<file path="config.mk">
export PLATFORM = sky130hd
export DESIGN_NAME = clk_div_ctrl
export DESIGN_NICKNAME = d
export VERILOG_FILES = /design/src/rtl/clk_div_ctrl.sv
export SDC_FILE = /design/constraint.sdc
export NUM_CORES = 1
export LEC_CHECK = 0
export ABC_CLOCK_PERIOD_IN_PS = 6400
export CAP_MARGIN = 20
export CORE_UTILIZATION = 35
export CTS_BUF_LIST = sky130_fd_sc_hd__clkbuf_8
export DETAILED_ROUTE_END_ITERATION = 7
export GPL_ROUTABILITY_DRIVEN = 1
export SYNTH_ARGS = -nofsm -noshare
export SYNTH_HDL_FRONTEND = slang
export SYNTH_SLANG_ARGS = --single-unit
</file>
<file path="constraint.sdc">
create_clock -name clk -period 6.4 [get_ports clk]
set_input_delay 0.96 -clock clk [delete_from_list [all_inputs] [get_ports clk]]
set_output_delay 0.96 -clock clk [all_outputs]
set_load 0.05 [all_outputs]
</file>
<file path="src/rtl/clk_div_ctrl.sv">
// Programmable clock divider: start/stop run control plus a valid/ready half-period config port.
// Defining CLK_DIV_CTRL_BURST_EN compiles in burst mode (a run ends after burst_len output periods).
module clk_div_ctrl #(
  parameter int unsigned CNT_W        = 16,
  parameter int unsigned DEFAULT_HALF = 500
) (
  input  logic             clk,
  input  logic             reset,
  input  logic             start,
  input  logic             stop,
  input  logic             cfg_valid,
  input  logic [CNT_W-1:0] cfg_half,
  output logic             cfg_ready,
  input  logic [CNT_W-1:0] burst_len,
  output logic             clk_out,
  output logic             tick,
  output logic             busy,
  output logic             done
);

  typedef enum logic [1:0] {
    IDLE,
    RUN,
    STOPPING
  } state_t;

  state_t           state, state_nxt;
  logic [CNT_W-1:0] count, count_nxt;
  logic [CNT_W-1:0] half, half_nxt;
  logic [CNT_W-1:0] half_eff;
  logic [CNT_W-1:0] pend_half, pend_half_nxt;
  logic             pend, pend_nxt;
  logic             clk_out_nxt;
  logic             tick_nxt;
  logic             done_nxt;
  logic             accept;
  logic             at_wrap;
  logic             falling;
  logic             burst_hit;
  logic             go_idle;
  logic             run_req;

  // A programmed half of 0 behaves as 1 so the divider can never stall.
  assign half_eff  = (half == '0) ? CNT_W'(1) : half;
  assign at_wrap   = (count == half_eff - CNT_W'(1));
  assign falling   = at_wrap && clk_out;
  assign cfg_ready = !pend;
  assign accept    = cfg_valid && cfg_ready;
  assign busy      = (state != IDLE);
  assign run_req   = start && !stop;

`ifdef CLK_DIV_CTRL_BURST_EN
  logic [CNT_W-1:0] burst_n;
  logic [CNT_W-1:0] falls;

  // falls counts completed periods of the current run; the Nth falling edge ends it.
  assign burst_hit = (burst_n != '0) && (falls == burst_n - CNT_W'(1));

  always_ff @(posedge clk) begin
    if (reset) begin
      burst_n <= '0;
      falls   <= '0;
    end else if (state == IDLE) begin
      falls <= '0;
      if (run_req) begin
        burst_n <= burst_len;
      end
    end else if (falling) begin
      falls <= falls + CNT_W'(1);
    end
  end
`else
  logic unused_burst_len;

  assign burst_hit        = 1'b0;
  assign unused_burst_len = ^burst_len;
`endif

  always_comb begin
    // NOTE: every signal driven here gets a default first, so no path can infer a latch.
    state_nxt     = state;
    count_nxt     = count;
    half_nxt      = half;
    pend_nxt      = pend;
    pend_half_nxt = pend_half;
    clk_out_nxt   = clk_out;
    tick_nxt      = 1'b0;
    done_nxt      = 1'b0;
    go_idle       = 1'b0;

    case (state)
      IDLE: begin
        count_nxt   = '0;
        clk_out_nxt = 1'b0;
        if (accept) begin
          half_nxt = cfg_half;
        end
        if (run_req) begin
          state_nxt = RUN;
        end
      end

      RUN, STOPPING: begin
        if (state == RUN && stop && !clk_out) begin
          // Output is already low: end now and suppress any rising toggle due this cycle.
          go_idle = 1'b1;
        end else if (at_wrap) begin
          clk_out_nxt = !clk_out;
          tick_nxt    = 1'b1;
          count_nxt   = '0;
          if (pend) begin
            half_nxt = pend_half;
            pend_nxt = 1'b0;
          end
          if (clk_out && (state == STOPPING || stop || burst_hit)) begin
            go_idle = 1'b1;
          end
        end else begin
          count_nxt = count + CNT_W'(1);
          if (state == RUN && stop) begin
            state_nxt = STOPPING;
          end
        end

        if (accept) begin
          pend_nxt      = 1'b1;
          pend_half_nxt = cfg_half;
        end

        // A config still waiting when the run ends takes effect on entering IDLE.
        if (go_idle) begin
          state_nxt   = IDLE;
          done_nxt    = 1'b1;
          count_nxt   = '0;
          clk_out_nxt = 1'b0;
          if (pend_nxt) begin
            half_nxt = pend_half_nxt;
            pend_nxt = 1'b0;
          end
        end
      end

      default: begin
        state_nxt = IDLE;
      end
    endcase
  end

  always_ff @(posedge clk) begin
    // NOTE: non-blocking assignments keep every register update order-independent within the edge.
    if (reset) begin
      state     <= IDLE;
      count     <= '0;
      half      <= CNT_W'(DEFAULT_HALF);
      pend      <= 1'b0;
      pend_half <= '0;
      clk_out   <= 1'b0;
      tick      <= 1'b0;
      done      <= 1'b0;
    end else begin
      state     <= state_nxt;
      count     <= count_nxt;
      half      <= half_nxt;
      pend      <= pend_nxt;
      pend_half <= pend_half_nxt;
      clk_out   <= clk_out_nxt;
      tick      <= tick_nxt;
      done      <= done_nxt;
    end
  end

endmodule

</file>
* Word-level counts from Yosys, hierarchy flattened
Index checks and enable logic that the tools add are counted.
** Word-level totals
- Word-level logic and storage cells :: 74
- Register bits :: 54
- Output and inout port bits :: 5
** Operators by class
- Add/subtract/negate cells :: 2
- Mux-type cells :: 34
- Reductions and logical operators :: 20
- Equality and inequality tests :: 9
- Bitwise logic cells :: 1
** Operators with widths (count)
- $mux W16 :: 11
- $pmux W16 S2 :: 2
- $add A16 B1 Y16 const B :: 1
- $eq A16 B16 Y1 :: 1
- $logic_not A16 Y1 :: 1
- $sub A16 B1 Y16 const B :: 1
- $mux W1 :: 14
- $ne A3 B3 Y1 const B :: 4
- $mux W2 :: 5
- $logic_and A1 B1 Y1 :: 5
- $ne A2 B2 Y1 const B :: 2
- $pmux W2 S2 :: 1
- $reduce_and A2 Y1 :: 2
- $reduce_and A4 Y1 :: 1
- $reduce_bool A2 Y1 :: 2
- $reduce_or A2 Y1 :: 2
- $logic_not A1 Y1 :: 3
- $reduce_and A3 Y1 :: 1
- $reduce_or A3 Y1 :: 1
- $eq A2 B1 Y1 const B :: 1
- $eq A2 B2 Y1 const B :: 1
- $logic_not A2 Y1 :: 1
- $pmux W1 S2 :: 1
- $logic_or A1 B1 Y1 :: 1
- $not A1 Y1 :: 1

* Depth between registers and ports, before layout
Gate-level depths: netlist of the first run.
- Depth in word-level cells :: 11
- Depth in mapped cells :: 14
- Mapped depth without buffers :: 12

* Worst setup path after synthesis of the first run
Ideal clock, no wire load.
- Path kind :: reg-to-reg
- From :: register half[9]
- To :: register half[2]
- Stages on the path, launching flop included :: 14
- Library setup time :: 0.122 ns
- Arrival :: 3.953 ns
- Path slack :: 2.326 ns
- Data required time :: 6.278 ns
- Period minus slack after synthesis :: 4.074 ns
- Buffers on the path :: 1
- Cells stage by stage :: dfxtp_1 -> buf_2 -> or4_1 -> nor4_4 -> a31oi_1 -> ha_1 -> nor2b_1 -> o31a_1 -> a211oi_1 -> o211ai_1 -> a2111o_1 -> nor3_4 -> mux2_2 -> a221o_1
** On the way
- Cells in the longest elaborated chain, start to end :: 11
** RTL lines
- from (decl) :: line 29 : logic [CNT_W-1:0] half, half_nxt;
- from (signal assigned) :: line 154 : half <= CNT_W'(DEFAULT_HALF);
- from (signal assigned) :: line 163 : half <= half_nxt;
- $logic_not A16 Y1 :: line 44 : assign half_eff = (half == '0) ? CNT_W'(1) : half;
- $mux W16 * :: line 44
- $sub A16 B1 Y16 * :: line 45 : assign at_wrap = (count == half_eff - CNT_W'(1));
- $eq A16 B16 Y1 * :: line 45
- $mux W1 :: line 107 : end else if (at_wrap) begin
- $mux W1 :: line 104 : if (state == RUN && stop && !clk_out) begin
- $mux W1 :: line 125 : if (accept) begin
- $mux W1 :: line 91 : case (state)
- $mux W16 :: line 136 : if (pend_nxt) begin
- $mux W16 * :: line 131 : if (go_idle) begin
- $pmux W16 S2 * :: line 91
Every way passes the cells marked *; elsewhere a longest branch is shown, timed or not. The select of a mux whose other input is x is not followed.
A chain may end at the register's enable or synchronous reset.

* Final worst setup path of the first run
- From :: register half[9]
- To :: register half[5]
The elaborated chain is that of the path after synthesis.

==> results of run 1 <==
-- synthesized netlist by cell type (3+ instances only) --
library cell	instances
a211o_1	9
a21oi_1	29
a221o_1	7
a221oi_2	10
a22o_1	6
a31oi_1	4
and3_1	10
buf_2	3
clkbuf_1	17
dfxtp_1	54
ha_1	6
inv_1	9
mux2_2	7
mux2i_1	12
nand2_1	52
nand3_1	6
nand4_1	3
nor2_1	43
nor2b_1	4
nor3_1	16
nor4_1	3
o21ai_0	7
o22ai_1	10
or2_2	3
or3_1	14
or4_1	5
xnor2_1	17
xor2_1	12
-- area by class of cell --
| type | instances | area (um2) |
|---|---|---|
| Fill cell | 973 | 5470 |
| Multi-Input combinational cell | 324 | 2150 |
| Sequential cell | 54 | 1080 |
| Timing Repair Buffer | 30 | 288 |
| Tap cell | 129 | 161 |
| Clock buffer | 5 | 68.8 |
| Inverter | 9 | 33.8 |
| Clock inverter | 3 | 28.8 |
-- flip-flops by register name, summed over array words and instances (netlist names) --
signal     flops
done           1
pend_half     16
tick           1
count         16
half          16
pend           1
state          2
clk_out        1
-- stage by stage --
step / util [%] / std cells
after detailed placement: 39.9 / 545
after floorplan: - / 411
after global routing: 41.1 / 554
final: 41.1 / 554
after CTS: 41.0 / 553
after global placement: 39.9 / 545
-- worst register-to-register path, delay by kind of cell (launching register included) --
family                     cells  cell delay (ns)
AOI/OAI and AO/OA              6             1.64
adders and majority gates      1             0.27
DFF                            1             0.41
muxes                          1             0.43
and+or+nand+nor                4             2.07
-- power groups by stage --
stage / Sequential (mW) / Combinational [mW] / Clock (mW)
5_1_grt: 0.396 / 0.225 / 0.228
2_1_floorplan: 0.382 / 0.157 / 0
6_report: 0.392 / 0.204 / 0.211
4_1_cts: 0.391 / 0.203 / 0.217
3_5_place_dp: 0.398 / 0.203 / 0
3_3_place_gp: 0.397 / 0.198 / 0
-- cell families (layout without fill, tap and decap cells) --
kind of cell,Yosys count,in the layout
AOI/OAI and AO/OA,99,99
buffers and inverters,33,47
and+or+nand+nor,171,171
DFF,54,54
adders and majority gates,6,6
muxes,19,19
xor gates and xnor gates,29,29
-- routing by layer --
layer,vias to the layer above,track usage (%)
met1,1487,24.4
met2,54,29.8
met5,-,0
li1,1525,-
met3,9,2.99
met4,0,4.01
-- worst max-delay path by stage --
stage | from | endpoint | slack (ns) | depth (start not counted)
6_report | half[9] | half[5] | 1.50 | 12
5_1_grt | half[9] | half[7] | 1.21 | 12
4_1_cts | half[4] | half[5] | 1.52 | 12
3_5_place_dp | half[4] | half[5] | 1.53 | 12
3_3_place_gp | half[4] | half[8] | 1.57 | 12
2_1_floorplan | half[9] | half[2] | 2.33 | 13
==> impl_metrics.ini, run 1 <==
[power]
power.total_uw = 807
p_switching_uw = 277
p_leak_nw = 1.31
p_seq_share_pct = 48.5
cell_internal_pwr_uw = 530
vdd_ir_drop_max_mv = 0.100
p_per_area_mw_per_mm2 = 212
combPwrFrac_pct = 25.3
clkPwrFrac_pct = 26.2
swShare_pct = 34.3

[placement]
place_congestion = 0.813
dp_slack_ns = 1.53
dp_hpwl_um = 5870
io_buffers = 25
placed_area_mm2 = 0.00371

[detailed_routing]
num_vias = 3075
wl_per_cell_um = 15.4
route.met3.wl_um = 283
antenna_left = 0
drt_iter0_markers = 246
via_per_inst = 5.55
wl_met1_um = 4190
drt_pass1_iterations = 4
dr.max_layer_used = met4
drc = 0
wirelength_um = 8560
wl_met2_um = 3990

[die]
die_x_um = 100
dieArea_mm2 = 0.0100
coreArea_mm2 = 0.00928
die_y_um = 100
pin_count = 42
initial_core_util_pct = 36.2
rows = 35

[setup_path]
cp_data_required_time_ns = 6.62
slowest_stage = nor3_4
reg2reg_from = half[9]
cp_max_fo = 17
path_cells = or4_1 -> nor4_4 -> a31oi_1 -> ha_1 -> nor2b_1 -> o31a_1 -> a211oi_1 -> o211ai_1 -> a2111o_1 -> nor3_4 -> mux2_2 -> a221o_1
cp_top_family = simple AND/OR/NAND/NOR gates
timing.rr.end = half[5]
criticalPathCategory = reg -> reg
cp_num_buf_inv = 0
cpPeakStageDelay_ns = 0.87
cp.arrival_ns = 5.12
rrSetupSlack_ns = 1.50
endpoint_kind = flop
critPathLaunchType = flop
reg2regPathDepth = 12

[cells_and_area]
layout-drive-gt1-share_pct = 8.71
nets = 467
final_common_cell = dfxtp_1
area_growth_pct = 13.4
fin_area_mm2 = 0.00381
final_cell_mix = dfxtp_1, nand2_1, nor2_1, a21oi_1, clkdlybuf4s50_1
antenna_cells = 0

[synthesis]
yosys.area_share.simple_pct = 25.3
synth-seq-area-share_pct = 32.1
synth-seq-cells = 54
synth_compound_area_share_pct = 22.7
synth_top_cell_area_share_pct = 32.1
synth_xor_area_share_pct = 7.55
syn_nets = 454
synth_edf_count = 0
synth_top_family_by_area = simple AND/OR/NAND/NOR gates
async_reset_ff_share_pct = 0
synthMuxAreaShare_pct = 5.91
syn_inst = 411
ys_warn_count = 0
synth.distinct_cells = 52
synth_area_per_cell_um2 = 8.19
synthAdderAreaFrac_pct = 2.23
synth_area_mm2 = 0.00336
ys_dominant_reg_cell = dfxtp_1
yosysTopAreaCell = dfxtp_1
synth_area_leaders = dfxtp_1, nand2_1, nor2_1

[timing]
finalSetupTns_ns = 0
holdWs_ns = 0.483
hold_viol = 0
maxSlewViolCount = 0
fin_crit_sh_pct = 76.6
setup_viol = 0
worst_slack_ns = 1.50
period_needed_ns = 4.90
rsz0062_at_grt = no
max_freq_ghz = 0.204
relSlewSlack_pct = 29.4
clock_skew_ns = 0.0167
worstMarginPinSlew_ns = 1.06

[clock_tree]
clockBufferDepth = 2
cts_tree = done
worst_skew_pair.late_latency_ns = 0.32
ctsHoldBuffers = 0
cts.repair.resized = 0
htreeDepth = 2
cts.sinks = 54
cts_root_buffer = clkbuf_8
post_cts_buffers = 0
cts_buffers = 5
cts.reportedPaths.clkPinSlew_ns = 0.11

[global_routing]
grt_antenna_before_repair = 0
grt_pass1_wl_um = 14300
grt_max_degree = 40
grt.overflow.total = 0
grt_pass1_vias = 2868
grtUsageTotal_pct = 17.9

[worst_hold_path]
hold_end = pend_half[7]
min_path_type = reg -> reg
hold_start = pend_half[7]
whs_path_depth = 2

[status]
status = finished, final reports clean

[job]
drv_cap = 0
Power figures use the tool's default switching activity.
==> run 2, diff against run 1 <==
- ABC_CLOCK_PERIOD_IN_PS: 6400 -> 4300
- clock period: 6.4 -> 4.3 ns (I/O delays scaled with it)
==> run 2 against run 1 <==
Maximum frequency is 22% higher. Non-clock buffer count is 18 higher. Clock power is 51% higher. Combinational power is 72% higher. Utilization is 1.8 points higher. Clock skew is 0.0011 ns lower. Flip-flop and latch count stayed put. First-iteration DRC count is 46% lower. Critical path depth is 1 higher. Power is 53% higher. Register-to-register slack worse by 1.2 ns. Critical endpoint is now half[4]. Highest routed layer unchanged.
==> impl_metrics.ini, run 2 (same netlist as run 1, synthesis figures left out) <==
[detailed_routing]
antenna_left = 0
drc = 0
wl_per_cell_um = 15.2
drt_pass1_iterations = 5
wirelength_um = 8720
via_per_inst = 5.44
num_vias = 3111
drt_iter0_markers = 132

[timing]
rsz0062_at_grt = no
clock_skew_ns = 0.0156
max_freq_ghz = 0.248
worstMarginPinSlew_ns = 0.971
relSlewSlack_pct = 35.0
hold_viol = 0
worst_slack_ns = 0.273
fin_crit_sh_pct = 93.6
maxSlewViolCount = 0
finalSetupTns_ns = 0
period_needed_ns = 4.03
setup_viol = 0

[cells_and_area]
antenna_cells = 0
fin_area_mm2 = 0.00398
layout-drive-gt1-share_pct = 12.6
area_growth_pct = 18.3
num-fill-cells = 978
final_common_cell = dfxtp_1
final_cell_mix = dfxtp_1, nand2_1, nor2_1, a21oi_1, clkdlybuf4s50_1
top_regs = count: 16 flops, half: 16 flops, pend_half: 16 flops
nets = 485

[power]
power.total_mw = 1.23
p_leak_nw = 1.41
swShare_pct = 34.2
p_switching_uw = 421
p_seq_share_pct = 45.7
p_per_area_mw_per_mm2 = 309
combPwrFrac_pct = 28.4
vdd_ir_drop_max_mv = 0.181
cell_internal_pwr_uw = 810
clkPwrFrac_pct = 25.9

[die]
die_x_um = 100
coreArea_mm2 = 0.00928
die_y_um = 100
initial_core_util_pct = 36.2
pin_count = 42
rows = 35
dieArea_mm2 = 0.0100

[clock_tree]
cts_tree = done
worst_skew_pair.late_latency_ns = 0.33
cts.sinks = 54
cts.reportedPaths.clkPinSlew_ns = 0.12
clockBufferDepth = 2
cts_root_buffer = clkbuf_8
cts_buffers = 5
htreeDepth = 2

[setup_path]
cpPeakStageDelay_ns = 0.59
cp_max_fo = 10
reg2reg_from = half[10]
cp_num_buf_inv = 1
startpoint = half[10]
path_cells = or4_1 -> nor4_4 -> a31oi_1 -> ha_1 -> nor2b_1 -> o31a_1 -> a211oi_2 -> o211ai_1 -> a2111o_1 -> nor3_4 -> buf_12 -> mux2_2 -> a221o_1
reg2regPathDepth = 13
timing.rr.end = half[4]
cp_top_family = compound AO/OA/AOI/OAI gates
slowest_stage = or4_1
critPathLaunchType = flop
endpoint = half[4]
cp.depth = 13
criticalPathCategory = reg -> reg
cp.arrival_ns = 4.25
endpoint_kind = flop
rrSetupSlack_ns = 0.27
cp_data_required_time_ns = 4.52

[placement]
io_buffers = 25
dp_slack_ns = 0.199
dp_hpwl_um = 6140
placed_area_mm2 = 0.00387
place_congestion = 0.788

[global_routing]
grt.overflow.total = 0
grt_pass1_wl_um = 14900
grt_max_degree = 31
grtUsageTotal_pct = 18.5
grt_pass1_vias = 3062
grt_antenna_before_repair = 0

[worst_hold_path]
min_path_type = reg -> reg

[job]
drv_cap = 0

[status]
status = finished, final reports clean
[run 2: worst min-delay path by stage]
stage,from,endpoint,slack [ns],cells after the start
detailed placement,pend_half[15],pend_half[15],0.47,2
floorplan,pend_half[2],pend_half[2],0.45,2
finish,pend_half[11],pend_half[11],0.48,2
CTS,pend_half[15],pend_half[15],0.49,2
global placement,pend_half[7],pend_half[7],0.46,2
global route,pend_half[1],pend_half[1],0.51,2
[run 2: layout make-up]
| type | count | area [um2] | share of cell area (%) |
|---|---|---|---|
| repair buffers | 48 | 448 | 11.3 |
| clock buffers | 5 | 68.8 | 1.73 |
| inverters | 9 | 33.8 | 0.849 |
| well taps | 129 | 161 | 4.06 |
| multi-input cells | 324 | 2160 | 54.2 |
| clock inverters | 3 | 28.8 | 0.723 |
| flip-flops and latches | 54 | 1080 | 27.2 |
[run 2: repair_timing]
action	in CTS	in global routing
gates resized for setup	0	2
setup endpoints to repair	0	13
buffers inserted	0	1
hold buffers	0	0
[run 2: tightest hold or removal path: stages (launching register included)]
cell     delay [ns]
dfxtp_1        0.34
nand2_1        0.06
a21oi_1        0.05
[run 2: through the flow]
step                      util (%)  instances  hold slack (ns)
after floorplan                  -        411            0.446
after global placement        41.7        563            0.456
after detailed placement      41.7        563            0.469
after CTS                     42.7        571            0.486
after global routing          42.9        572            0.506
final                         42.9        572            0.483
[run 2: metal layers]
metal | vias to the layer above | share of wire (%) | wire length [um] | GRT usage, %
li1 | 1558 | - | - | -
met4 | 0 | 1.6 | 140 | 6.13
met2 | 81 | 47 | 4070 | 30.6
met1 | 1459 | 47 | 4120 | 24.3
met5 | - | 0 | 0 | 0
met3 | 13 | 4.4 | 387 | 3.41
[run 2: power groups by stage]
stage / logic [mW] / clock network [mW] / registers, mW
floorplan: 0.234 / 0 / 0.568
global placement: 0.338 / 0 / 0.573
detailed placement: 0.344 / 0 / 0.573
CTS: 0.345 / 0.327 / 0.562
global route: 0.386 / 0.353 / 0.568
finish: 0.350 / 0.319 / 0.562
